**config.mk**
```make
export PLATFORM = sky130hd
export DESIGN_NAME = instr_encoder_loader
export DESIGN_NICKNAME = d
export VERILOG_FILES = /design/src/rtl/instr_encoder_loader.sv
export SDC_FILE = /design/constraint.sdc
export NUM_CORES = 1
export LEC_CHECK = 0
export CORE_ASPECT_RATIO = 0.9
export CORE_MARGIN = 1
export CORE_UTILIZATION = 37
export DETAILED_ROUTE_END_ITERATION = 10
export PLACE_DENSITY = 0.76
export SLEW_MARGIN = 10
export SYNTH_ARGS = -nofsm -noshare
export SYNTH_HDL_FRONTEND = slang
export SYNTH_SLANG_ARGS = --single-unit
```
**constraint.sdc**
```tcl
create_clock -name clk -period 1.4 [get_ports clk]
set_input_delay 0.21 -clock clk [delete_from_list [all_inputs] [get_ports clk]]
set_output_delay 0.21 -clock clk [all_outputs]
set_load 0.05 [all_outputs]
```
**src/rtl/instr_encoder_loader.sv**
```systemverilog
// Encodes symbolic instruction fields into 32-bit words and streams them into
// instruction memory through one registered write stage.
//
// state | meaning
// IDLE  | waiting for start; in_ready low
// LOAD  | accepting bundles until one with in_last is taken
module instr_encoder_loader #(
   parameter int ADDR_W = 8
) (
   input  logic              clk,
   input  logic              rst_n,
   input  logic              start,
   input  logic              in_valid,
   output logic              in_ready,
   input  logic              in_last,
   input  logic [3:0]        in_op,
   input  logic [4:0]        in_rs,
   input  logic [4:0]        in_rt,
   input  logic [4:0]        in_rd,
   input  logic [5:0]        in_funct,
   input  logic [15:0]       in_imm,
   input  logic [25:0]       in_target,
   output logic              mem_we,
   output logic [ADDR_W-1:0] mem_addr,
   output logic [31:0]       mem_wdata,
   output logic              busy,
   output logic              full,
   output logic              err,
   output logic [ADDR_W:0]   count
);

   localparam logic [ADDR_W:0] DEPTH = {1'b1, {ADDR_W{1'b0}}};

   typedef enum logic {IDLE, LOAD} state_t;

   state_t            state;
   logic [ADDR_W:0]   wr_ptr;
   logic              hs;
   logic              legal;
   logic [5:0]        opc;
   logic [31:0]       word;

   always_comb begin
      legal = 1'b1;
      opc   = 6'b000000;
      word  = 32'h0;
      case (in_op)
         4'd1:    opc = 6'b001000;
         4'd2:    opc = 6'b110001;
         4'd3:    opc = 6'b101011;
         4'd4:    opc = 6'b000100;
         4'd5:    opc = 6'b001010;
         4'd7:    opc = 6'b001100;
         4'd8:    opc = 6'b001101;
         default: opc = 6'b000000;
      endcase
      case (in_op)
         4'd0:    word = {6'b000000, in_rs, in_rt, in_rd, 5'b00000, in_funct};
         4'd6:    word = {6'b000010, in_target};
         4'd1, 4'd2, 4'd3, 4'd4, 4'd5, 4'd7, 4'd8:
                  word = {opc, in_rs, in_rt, in_imm};
         default: legal = 1'b0;
      endcase
   end

   assign in_ready = (state == LOAD) && (wr_ptr < DEPTH);
   assign hs       = in_valid && in_ready;
   assign count    = wr_ptr;
   assign full     = (wr_ptr == DEPTH);
   assign busy     = (state == LOAD);

   always_ff @(posedge clk or negedge rst_n) begin
      if (!rst_n) begin
         state     <= IDLE;
         wr_ptr    <= '0;
         err       <= 1'b0;
         mem_we    <= 1'b0;
         mem_addr  <= '0;
         mem_wdata <= 32'h0;
      end else begin
         mem_we <= 1'b0;
         case (state)
            IDLE: begin
               if (start) begin
                  state  <= LOAD;
                  wr_ptr <= '0;
                  err    <= 1'b0;
               end
            end
            LOAD: begin
               if (hs) begin
                  // illegal ops are swallowed: no write, pointer holds
                  if (legal) begin
                     mem_we    <= 1'b1;
                     mem_addr  <= wr_ptr[ADDR_W-1:0];
                     mem_wdata <= word;
                     wr_ptr    <= wr_ptr + (ADDR_W+1)'(1);
                  end else begin
                     err <= 1'b1;
                  end
                  if (in_last) state <= IDLE;
               end
            end
            default: state <= IDLE;
         endcase
      end
   end

endmodule

```
## Word-level counts from Yosys, hierarchy flattened

Cells that the tools add are included.

| word-level totals | value |
|---|---|
| bits in registers | 52 |
| input port bits | 72 |
| output and inout port bits | 54 |

| cells by class | value |
|---|---|
| $add $sub $neg | 1 |
| magnitude comparators | 1 |
| equal/unequal tests | 13 |
| mux-type cells | 18 |
| bitwise gates (word level) | 1 |
| reductions and logical operators | 8 |

Operator list:

| operator | number |
|---|---|
| $pmux 32 s3 | 1 |
| $pmux 6 s7 | 1 |
| $mux 9 | 3 |
| $pmux 9 s2 | 1 |
| $eq 4x3->1 const B | 4 |
| $mux 1 | 10 |
| $add 9x1->9 const B | 1 |
| $eq 9x9->1 const B | 1 |
| $lt 9x9->1 const B | 1 |
| $reduce_and 3->1 | 3 |
| $reduce_or 9->1 | 1 |
| $eq 4x2->1 const B | 2 |
| $reduce_or 7->1 | 1 |
| $eq 4x1->1 const B | 1 |
| $eq 4x4->1 const B | 1 |
| $logic_not 4->1 | 1 |
| $ne 2x1->1 const B | 2 |
| $ne 2x2->1 const B | 2 |
| $pmux 1 s2 | 2 |
| $logic_and 1x1->1 | 2 |
| $not 1->1 | 1 |

## Longest topological paths before layout

| depth | value |
|---|---|
| depth after elaboration | 6 |
| gate-level depth with buffers | 8 |

## Least setup slack after synthesis

No wires, ideal clock.

| path | value |
|---|---|
| path kind | flip-flop to output port |
| start point | register wr_ptr[5], in the netlist count[5] |
| end point | output port full |
| arrival | 2612 ps |
| data required time | 1190 ps |
| setup slack | -1422 ps |
| cell stages (with the launch flop) | 3 |
| path buffers | 0 |
| path through | dfrtp_1 or4_1 nor4_1 |

| on the way | value |
|---|---|
| word-level cells in the longest chain between the ends | 1 |

Ends and longest elaborated chain:

| what | RTL line | RTL |
|---|---|---|
| start: declaration | 37 | `logic [ADDR_W:0] wr_ptr;` |
| start signal: assignment | 97 | `wr_ptr <= wr_ptr + (ADDR_W+1)'(1);` |
| $eq 9x9->1 | 69 | `assign full = (wr_ptr == DEPTH);` |
| end: declaration | 27 | `output logic full,` |

Every way passes these cells.

## Worst setup path in the final report

Ends and elaborated chain as after synthesis.

==> summary.txt <==
Data arrival, critical path - 1.65 ns
Register area - 1310 um^2
Final hold violation count - 0
Main flop type after synthesis - dfrtp_1
Via count - 2977
Pwr per Cell Area - 1290 nW/um^2
WL/cell - 17.5 um
Hold Worst Slack - 0.412 ns
Site Rows - 29
CTS tree - yes
Final core occ - 78.0%
Mapped Nets - 366
Initial core utilization - 38.5%
Max Slew Vio Count - 0
Clk buf depth - 2
Ranking of synthesized cells by area - dfrtp_1, a21oi_1, nor2_1
Asr flop ratio synth - 100%
Mapped Area - 2720 um^2
Sequential share of the synthesized area - 47.8%
FF+latch count, synth - 52
First-pass GRT wire length - 14.7 mm
Most common library cells after synthesis - dfrtp_1, nor2_1, a21oi_1, nand2_1, a21oi_2
Min setup slack post-route - -0.455 ns
Insertion delay to the later sink of the worst-skew pair - 0.31 ns
Combinational share of power - 49.9%
ANT cells - 0
Layout cells sized above 1 - 43.5%
Net Sw Frac - 37.7%
Clk sinks - 52
Syn Inst Count - 292
Crit Path Class - reg -> out
GRT Util Overall - 24.5%
FMAX - 0.539 GHz
Slew @ Worst Pin - 0.435 ns
Final Critical Period - 1.86 ns
Die width - 92.4 um
Clock-pin slew on the worst setup and hold paths - 0.10 ns
Final antenna-violating net count - 0
Count leader, synth - dfrtp_1
Ports - 126
Vias in the first global route - 2996
Tot Pwr - 7.14 mW
Met3 WL post-DR - 649 um
Drt pass-1 iters - 4
RSZ-0062 raised after global routing - yes
Net Switching - 2.69 mW
Pint - 4.44 mW
Met1 wire length - 3.87 mm
Clock Skews - 0.00552 ns
Final period util - 133%
Slew margin rel. - 71.0%
Max FO, Critical Path - 2
Static leakage - 2.30 nW
Peak supply drop - 783 uV
Final std cells w/o fill - 555
# H-tree levels - 2
Clock Power Share - 19.6%
Final HPWL DP - 6.90 mm
Placed Instances - 536
Status - complete, but fails checks
Netlist cell types - 42
Num CTS Buffers - 5
Critical Path Sink Type - output pin
Pin count of the biggest net entering global routing - 53
DIE AREA - 7700 um^2
Crit path required time - 1.19 ns
MaxCap Viol Count - 0
Grt ovf - 0
DR top layer - met4
Startpoint types - register
Synth top area share - 47.8%
GPL Wtd Cong - 0.843
Vias per cell - 5.36
Footprint of the multi-input gates - 1530 um^2
Fillers - 439
Reg power frac - 30.5%
1st-iter DRT viols - 153
Initial antenna violation count - 0
EDFF count, synth - 0
Root Driver - clkbuf_8
Pre-CTS WS - -0.625 ns
Largest area contributor in the synthesized netlist - dfrtp_1
Failing checks - setup timing
Chip Height - 83.4 um
Type of the worst min-delay path - in -> async
Port bufs - 125
Core Footprint - 7080 um^2
Synth Warn # - 0
Setup-failing EPs final - 2
Fin nets - 535
Total routed wirelength - 9.70 mm
Drt drc - 0
Met2 WL - 4.99 mm
Area Growth Syn to Fin - 103%
Avg Inst Size Synth - 9.32 um^2
[logic make-up (layout without fill, tap and decap cells)]
family                     after synthesis  count (layout)  share of synthesized area (%)
and+or+nand+nor                         99              99                           16.9
DFF                                     52              52                           47.8
adders and majority gates                2               2                          0.919
xor gates and xnor gates                 6               6                           1.93
buffers and inverters                   28             198                           6.44
AOI/OAI and AO/OA                      105             105                           26.0
[final timing paths]
| kind | from | end | slack [ns] | cells after the start |
|---|---|---|---|---|
| min in group clk | in_last | busy$_DFF_PN0_ | 0.44 | 2 |
| worst max-delay path | count[5]$_DFFE_PN0P_ | full | -0.46 | 3 |
| max in group asynchronous | rst_n | count[1]$_DFFE_PN0P_ | 0.73 | 3 |
| worst min register to register | mem_addr[2]$_DFFE_PN0P_ | mem_addr[2]$_DFFE_PN0P_ | 0.55 | 2 |
| worst min-delay path | rst_n | err$_DFFE_PN0P_ | 0.41 | 3 |
| worst max register to register | count[8]$_DFFE_PN0P_ | count[6]$_DFFE_PN0P_ | -0.03 | 5 |
[routing by layer]
layer  vias to the layer above  track usage (%)
li1                       1377                -
met1                      1454             31.3
met2                       128             42.2
met3                        18             4.67
met4                         0             6.82
met5                         -                0
[stage by stage]
step | cell area, um^2 | TNS, ns
floorplan | 2970 | -5.23
global placement | 5140 | -19.14
detailed placement | 5140 | -22.76
CTS | 5390 | -0.470
global route | 5520 | -0.792
finish | 5520 | -0.488
[repair_timing]
item	in CTS	in global routing
gates cloned	1	1
pin swaps	6	6
resized for setup	19	20
endpoints found under the hold margin	52	0
hold buffers	1	0
setup endpoints to repair	46	26
buffers inserted	3	5
[cell type report]
type,count,area share [%]
clock buffers,5,1.25
clock inverters,3,1.63
multi-input cells,212,27.7
flip-flops and latches,52,23.8
repair buffers,184,42.9
well taps,93,2.11
inverters,6,0.635
[registers in the layout (all words and copies together), names as in the netlist]
signal and cells:
mem_we 1, err 1, count 9, busy 1, mem_addr 8, mem_wdata 32
[critical path: stages (launching register included)]
cell	delay, ns
dfrtp_2	0.41
or4_4	0.54
nor4_4	0.21
buf_12	0.18
[cell usage in the layout, fill, tap and decap left out, types with 6 or more instances in the layout]
cell type,count
clkdlybuf4s50_1,66
buf_6,7
a21oi_1,19
nor2_4,9
o21ai_1,16
o21ai_0,8
buf_4,41
buf_12,63
nand3_1,6
nor2_1,27
dfrtp_1,43
nor2_2,8
nand2_1,26
dfrtp_2,9
a32oi_1,10
a21oi_2,28
a22o_1,11
[power groups by stage]
stage	clock network (mW)	registers, mW	logic (mW)
2_1_floorplan	0	3.01	0.717
3_3_place_gp	0	2.18	3.39
3_5_place_dp	0	2.19	3.46
4_1_cts	1.41	2.17	3.49
5_1_grt	1.46	2.21	3.71
6_report	1.40	2.17	3.56
No activity file was read; power rests on OpenSTA's default activity.
